===== src/rtl/i2c_pkg.sv =====
// i2c_pkg: shared command type, sequencer states and bus widths
package i2c_pkg;
  localparam int I2C_ADDR_W = 7;
  localparam int I2C_DATA_W = 8;
  typedef struct packed {
    logic [I2C_ADDR_W-1:0] addr;
    logic                  rw;
    logic [I2C_DATA_W-1:0] wdata;
  } i2c_cmd_t;
  typedef enum logic [1:0] {IDLE, ISSUE, WAIT, RESP} seq_state_e;
endpackage


===== src/rtl/i2c_cmd_fifo.sv =====
// i2c_cmd_fifo: synchronous command FIFO (push/pop with full/empty, head shown on data_o)
module i2c_cmd_fifo
  import i2c_pkg::*;
#(
  parameter int DEPTH = 4,
  localparam int AW = $clog2(DEPTH)
) (
  input  logic     clk,
  input  logic     rst,
  input  logic     push_i,
  input  logic     pop_i,
  input  i2c_cmd_t data_i,
  output i2c_cmd_t data_o,
  output logic     full_o,
  output logic     empty_o
);
  i2c_cmd_t mem_q [DEPTH];
  logic [AW-1:0] wr_q, rd_q;
  logic [AW:0] cnt_q;
  logic do_push, do_pop;
  assign full_o = cnt_q == (AW+1)'(DEPTH);
  assign empty_o = cnt_q == '0;
  assign do_push = push_i && !full_o;
  assign do_pop = pop_i && !empty_o;
  assign data_o = mem_q[rd_q];
  always_ff @(posedge clk or posedge rst) begin
    if (rst) begin
      wr_q <= '0;
      rd_q <= '0;
      cnt_q <= '0;
    end else begin
      if (do_push) wr_q <= wr_q + 1'b1;
      if (do_pop) rd_q <= rd_q + 1'b1;
      cnt_q <= cnt_q + (AW+1)'(do_push) - (AW+1)'(do_pop);
    end
  end
  always_ff @(posedge clk) begin
    if (do_push) mem_q[wr_q] <= data_i;
  end
endmodule


===== src/rtl/i2c_cmd_sequencer.sv =====
// i2c_cmd_sequencer: queues I2C commands, issues them to the master over enable/ready, returns one response each
module i2c_cmd_sequencer
  import i2c_pkg::*;
#(
  parameter int DEPTH = 4,
  parameter int ISSUE_TIMEOUT = 16,
  parameter int TXN_TIMEOUT = 1024
) (
  input  logic                  clk,
  input  logic                  rst,
  input  logic                  cmd_valid,
  output logic                  cmd_ready,
  input  logic [I2C_ADDR_W-1:0] cmd_addr,
  input  logic                  cmd_rw,
  input  logic [I2C_DATA_W-1:0] cmd_wdata,
  output logic                  rsp_valid,
  input  logic                  rsp_ready,
  output logic [I2C_ADDR_W-1:0] rsp_addr,
  output logic                  rsp_rw,
  output logic [I2C_DATA_W-1:0] rsp_data,
  output logic                  rsp_err,
  output logic [I2C_ADDR_W-1:0] address,
  output logic [I2C_DATA_W-1:0] data_in,
  output logic                  rw,
  output logic                  enable,
  input  logic [I2C_DATA_W-1:0] data_out,
  input  logic                  ready,
  output logic                  busy
);
  localparam int CW = $clog2(TXN_TIMEOUT + 1);
  seq_state_e state_q, state_d;
  logic [CW-1:0] cnt_q, cnt_d, cnt_inc;
  i2c_cmd_t cur_q, cur_d, head, cmd_in;
  logic enable_q, enable_d, rsp_valid_q, rsp_valid_d, rsp_rw_q, rsp_rw_d, rsp_err_q, rsp_err_d;
  logic [I2C_ADDR_W-1:0] rsp_addr_q, rsp_addr_d;
  logic [I2C_DATA_W-1:0] rsp_data_q, rsp_data_d;
  logic full, empty, pop, done, err;
  assign cmd_in = '{addr: cmd_addr, rw: cmd_rw, wdata: cmd_wdata};
  i2c_cmd_fifo #(.DEPTH(DEPTH)) u_fifo (
    .clk(clk), .rst(rst), .push_i(cmd_valid), .pop_i(pop), .data_i(cmd_in),
    .data_o(head), .full_o(full), .empty_o(empty)
  );
  assign cmd_ready = !full;
  assign busy = state_q != IDLE || !empty;
  assign {address, rw, data_in} = cur_q;
  assign enable = enable_q;
  assign rsp_valid = rsp_valid_q;
  assign rsp_addr = rsp_addr_q;
  assign rsp_rw = rsp_rw_q;
  assign rsp_data = rsp_data_q;
  assign rsp_err = rsp_err_q;
  assign cnt_inc = &cnt_q ? cnt_q : cnt_q + 1'b1;
  always_comb begin
    state_d = state_q;
    cnt_d = cnt_q;
    cur_d = cur_q;
    enable_d = enable_q;
    rsp_valid_d = rsp_valid_q;
    rsp_addr_d = rsp_addr_q;
    rsp_rw_d = rsp_rw_q;
    rsp_data_d = rsp_data_q;
    rsp_err_d = rsp_err_q;
    pop = 1'b0;
    done = 1'b0;
    err = 1'b0;
    case (state_q)
      IDLE: if (!empty && ready) begin
        pop = 1'b1;
        cur_d = head;
        enable_d = 1'b1;
        cnt_d = '0;
        state_d = ISSUE;
      end
      ISSUE: if (!ready) begin
        enable_d = 1'b0;
        cnt_d = '0;
        state_d = WAIT;
      end else if (cnt_q == CW'(ISSUE_TIMEOUT - 1)) begin
        done = 1'b1;
        err = 1'b1;
      end else cnt_d = cnt_inc;
      WAIT: if (ready) done = 1'b1;
      else if (cnt_q == CW'(TXN_TIMEOUT - 1)) begin
        done = 1'b1;
        err = 1'b1;
      end else cnt_d = cnt_inc;
      RESP: if (rsp_ready) begin
        rsp_valid_d = 1'b0;
        state_d = IDLE;
      end
    endcase
    if (done) begin
      state_d = RESP;
      enable_d = 1'b0;
      rsp_valid_d = 1'b1;
      rsp_addr_d = cur_q.addr;
      rsp_rw_d = cur_q.rw;
      rsp_err_d = err;
      rsp_data_d = (!err && cur_q.rw) ? data_out : '0;
    end
  end
  always_ff @(posedge clk or posedge rst) begin
    if (rst) begin
      state_q <= IDLE;
      cnt_q <= '0;
      cur_q <= '0;
      enable_q <= 1'b0;
      rsp_valid_q <= 1'b0;
      rsp_addr_q <= '0;
      rsp_rw_q <= 1'b0;
      rsp_data_q <= '0;
      rsp_err_q <= 1'b0;
    end else begin
      state_q <= state_d;
      cnt_q <= cnt_d;
      cur_q <= cur_d;
      enable_q <= enable_d;
      rsp_valid_q <= rsp_valid_d;
      rsp_addr_q <= rsp_addr_d;
      rsp_rw_q <= rsp_rw_d;
      rsp_data_q <= rsp_data_d;
      rsp_err_q <= rsp_err_d;
    end
  end
endmodule


===== config.mk =====
export PLATFORM = sky130hd
export DESIGN_NAME = i2c_cmd_sequencer
export DESIGN_NICKNAME = d
export VERILOG_FILES = /design/src/rtl/i2c_pkg.sv /design/src/rtl/i2c_cmd_fifo.sv /design/src/rtl/i2c_cmd_sequencer.sv
export SDC_FILE = /design/constraint.sdc
export NUM_CORES = 1
export LEC_CHECK = 0
export ABC_AREA = 0
export BUFFER_PORTS_ARGS = -buffer_cell sky130_fd_sc_hd__buf_2
export CAP_MARGIN = 20
export CORE_ASPECT_RATIO = 1.75
export CORE_MARGIN = 2
export CORE_UTILIZATION = 36
export DETAILED_ROUTE_END_ITERATION = 8
export GPL_TIMING_DRIVEN = 0
export PLACE_DENSITY_LB_ADDON = 0.2
export SETUP_SLACK_MARGIN = 0.02
export SLEW_MARGIN = 30
export SYNTH_ARGS = -nofsm -noshare
export SYNTH_HDL_FRONTEND = slang
export SYNTH_HIERARCHICAL = 1
export SYNTH_SLANG_ARGS = --single-unit

===== constraint.sdc =====
create_clock -name clk -period 3.81 [get_ports clk]
set_input_delay 0.1905 -clock clk [delete_from_list [all_inputs] [get_ports clk]]
set_output_delay 0.1905 -clock clk [all_outputs]
set_load 0.02 [all_outputs]

==> impl_metrics.tcl <==
set metrics [dict create \
    synthesis.nets 402 \
    grt_use_total 0.148 \
    hold_path.startpoint "cmd_addr[4]" \
    drive_above_1_share 0.277 \
    largest_fanout_on_the_critical_path 11 \
    synth-warning-count 6 \
    timing.final.hold_violations 0 \
    switching_power_mw 1.75 \
    final-seq-area_um2 3300 \
    die_h_um 162 \
    place_hpwl_um 7310 \
    relSlewSlack 0.410 \
    cp_data_arrival_time_ns 3.69 \
    route.vias.total 3187 \
    leakage_nw 2.71 \
    numCtsBuffers 17 \
    synth_unique_cells 47 \
    ioPinCount 66 \
    internal_power_mw 3.31 \
    min-delay-path-class "in -> reg" \
    crit_path_cells "nor3_2, nand3b_1, clkinv_1, clkbuf_1, o31ai_1, inv_1, ha_1, inv_1, ha_1, fa_1, xnor2_1, xnor2_1" \
    ys.flop_type "edfxtp_1" \
    timing.max_cap.violations 0 \
    clock-root-buffer "clkbuf_16" \
    total_power_mw 5.06 \
    portion_of_synthesized_cell_area_occupied_by_the_leading_cell_type 0.376 \
    design.die.area_um2 15200 \
    netlist_area_before_placement_um2 5120 \
    grt_setup_unrepaired "no" \
    fillCellCount 1278 \
    crit_path_top_delay_cell "dfrtp_1" \
    chip_width_um 94.1 \
    run_status "complete, no violations" \
    antenna_found_initial 0 \
    grt_start_max_net_pins 49 \
    final_cell_mix "71 x nand2_1, 70 x buf_2, 64 x edfxtp_1" \
    bufs_on_longest_clock_path 2 \
    grt.met2_usage 0.269 \
    timing.rr.end "u_fifo/cnt_q[2]" \
    power.sequential.fraction 0.384 \
    fin_nets 498 \
    firstDrtPassIters 4 \
    cts.reportedPaths.clkPinSlew_ns 0.06 \
    cp_slowest_stage_delay_ns 0.49 \
    min_path_cells 1 \
    io_buffers 65 \
    mostFrequentLayoutCell "nand2_1" \
    critical-path-top-delay-family "adder cells" \
    endpoint_of_the_worst_hold_timing_path "u_fifo/mem_q[0][13]" \
    synth_sequential_area_ratio 0.645 \
    required_ns 4.10 \
    grt.met1_usage 0.166 \
    rows 57 \
    wirelength_um 10500 \
    fin_util 0.456 \
    clock_tree_from_tritoncts "yes" \
    postPlaceCellArea_um2 5670 \
    register_bit_count_reported_by_yosys 119 \
    clock_power_share 0.292 \
    share_comb_of_total_power 0.324 \
    rrSetupSlack_ns 0.41 \
    ir_drop_v 0.000390 \
    cp.depth 12 \
    final_max_slew_viol_count 0 \
    antenna_violating_nets_post_route 0 \
    post-route-period-util 0.894 \
    grt_overflow 0 \
    grt_busiest_layer "met2" \
    postSynth.asyncResetShare 0.462 \
    grt_pass1_wl_um 17100 \
    crit-reg2reg-launch "u_fifo/cnt_q[1]" \
    power_switching_share 0.345 \
    synth_top_area_cell "edfxtp_1" \
    fin_crit_ns 3.40 \
    fin_area_um2 6350 \
    synth.top_cells.by_area "edfxtp_1 38%, dfrtp_1 27%, nand2_1 5.2%" \
    netlist_instances 361 \
    powerDensity_nw_per_um2 797 \
    syn_avg_cell_area_um2 14.2 \
    drc 0 \
    antenna-diode-count 0 \
    end_kind "flip-flop" \
    core_region_area_um2 13900 \
    crit_path_start_kind "flip-flop" \
    path_buf_inv 4 \
    worst-r2r-cell-count 12 \
    setup_viol 0 \
    worstMarginPinSlew_ns 0.885 \
    area_delta_synth_final_pct 24.1 \
    wire_per_inst_um 16.2 \
    ctsHtreeMaxLevel 4 \
    clock_skew_ns 0.00972 \
    worst_hold_slack_ns 0.0155 \
    tns_ns 0 \
    synth_edf_count 64 \
    worst-setup-path-type "reg -> reg" \
    drt-vias-per-instance 4.93 \
    gr-usage-met3 0.0325 \
    multiInputGateArea_um2 1650 \
    insertion_delay_ns 0.41 \
    drt_iter0_markers 112 \
    number_of_global_route_vias_before_repair 3236 \
    clock-sinks 119 \
    clock.fmax_ghz 0.294 \
    start_util 0.368 \
    routabilityCongestion 0.806 \
]
-- area by class of cell --
type / count / area share
Sequential cell: 119 / 0.520
Multi-Input combinational cell: 206 / 0.260
Timing Repair Buffer: 77 / 0.0702
Clock buffer: 17 / 0.0670
Tap cell: 177 / 0.0349
Clock inverter: 15 / 0.0205
Inverter: 24 / 0.0146
Buffer: 12 / 0.0130
-- worst max path at each step --
stage | endpoint | slack (ns) | startpoint
after floorplan | u_fifo/cnt_q[2] | 0.93 | u_fifo/cnt_q[1]
after global placement | u_fifo/cnt_q[2] | 0.25 | u_fifo/cnt_q[1]
after detailed placement | u_fifo/cnt_q[2] | 0.22 | u_fifo/cnt_q[1]
after CTS | u_fifo/cnt_q[2] | 0.20 | u_fifo/cnt_q[1]
after global routing | u_fifo/cnt_q[2] | 0.14 | u_fifo/cnt_q[1]
final | u_fifo/cnt_q[2] | 0.41 | u_fifo/cnt_q[1]
-- logic make-up (layout without fill, tap and decap cells) --
logic type / after synthesis / in the layout / synth area share
XOR/XNOR: 4 / 4 / 0.00685
AO/OA/AOI/OAI: 56 / 56 / 0.0717
adder cells (fa/ha/maj): 12 / 12 / 0.0308
AND/OR/NAND/NOR: 110 / 110 / 0.112
multiplexers: 24 / 24 / 0.0998
buffers and inverters: 36 / 145 / 0.0337
flip-flops: 119 / 119 / 0.645
-- synthesized netlist by cell type (4+ instances only) --
cell type,instances
a21oi_1,6
a31oi_1,5
and2_1,4
and3b_1,4
buf_2,5
clkbuf_1,4
dfrtp_1,55
edfxtp_1,64
ha_1,11
inv_1,23
mux2_4,8
mux4_1,8
mux4_2,8
nand2_1,71
nand2b_1,4
o21ai_0,15
o31ai_1,15
xnor2_1,4
-- flip-flops by register name, indices dropped and copies added (netlist names) --
name and count:
u_fifo/mem_q 64, cnt_q 11, rsp_rw 1, address 7, rw 1, rsp_data 8, state_q 2, rsp_valid 1
enable 1, rsp_err 1, u_fifo/wr_q 2, data_in 8, rsp_addr 7, u_fifo/cnt_q 3, u_fifo/rd_q 2
-- power by group through the flow --
stage / registers (mW) / logic, mW / clock network, mW
after floorplan: 2.11 / 0.990 / 0
after global placement: 1.95 / 1.63 / 0
after detailed placement: 1.97 / 1.66 / 0
after CTS: 1.95 / 1.67 / 1.52
after global routing: 1.99 / 1.81 / 1.57
final: 1.94 / 1.64 / 1.48
-- what timing repair did --
item	CTS	global route
hold buffers	12	0
setup buffers	0	0
gates resized for setup	0	1
endpoints found under the setup margin	0	1
hold endpoints to repair	96	0
-- metrics by stage --
stage	std cells	worst slack [ns]
after detailed placement	603	0.219
after global placement	603	0.249
after CTS	647	0.201
after global routing	647	0.142
after floorplan	361	0.931
final	647	0.405
-- routing by layer --
metal / wire length, um / vias up
met5: 0 / -
met2: 5840 / 63
li1: - / 1523
met3: 290 / 14
met4: 182 / 0
met1: 4180 / 1587
Note: power is estimated with default switching activity, not from simulation.
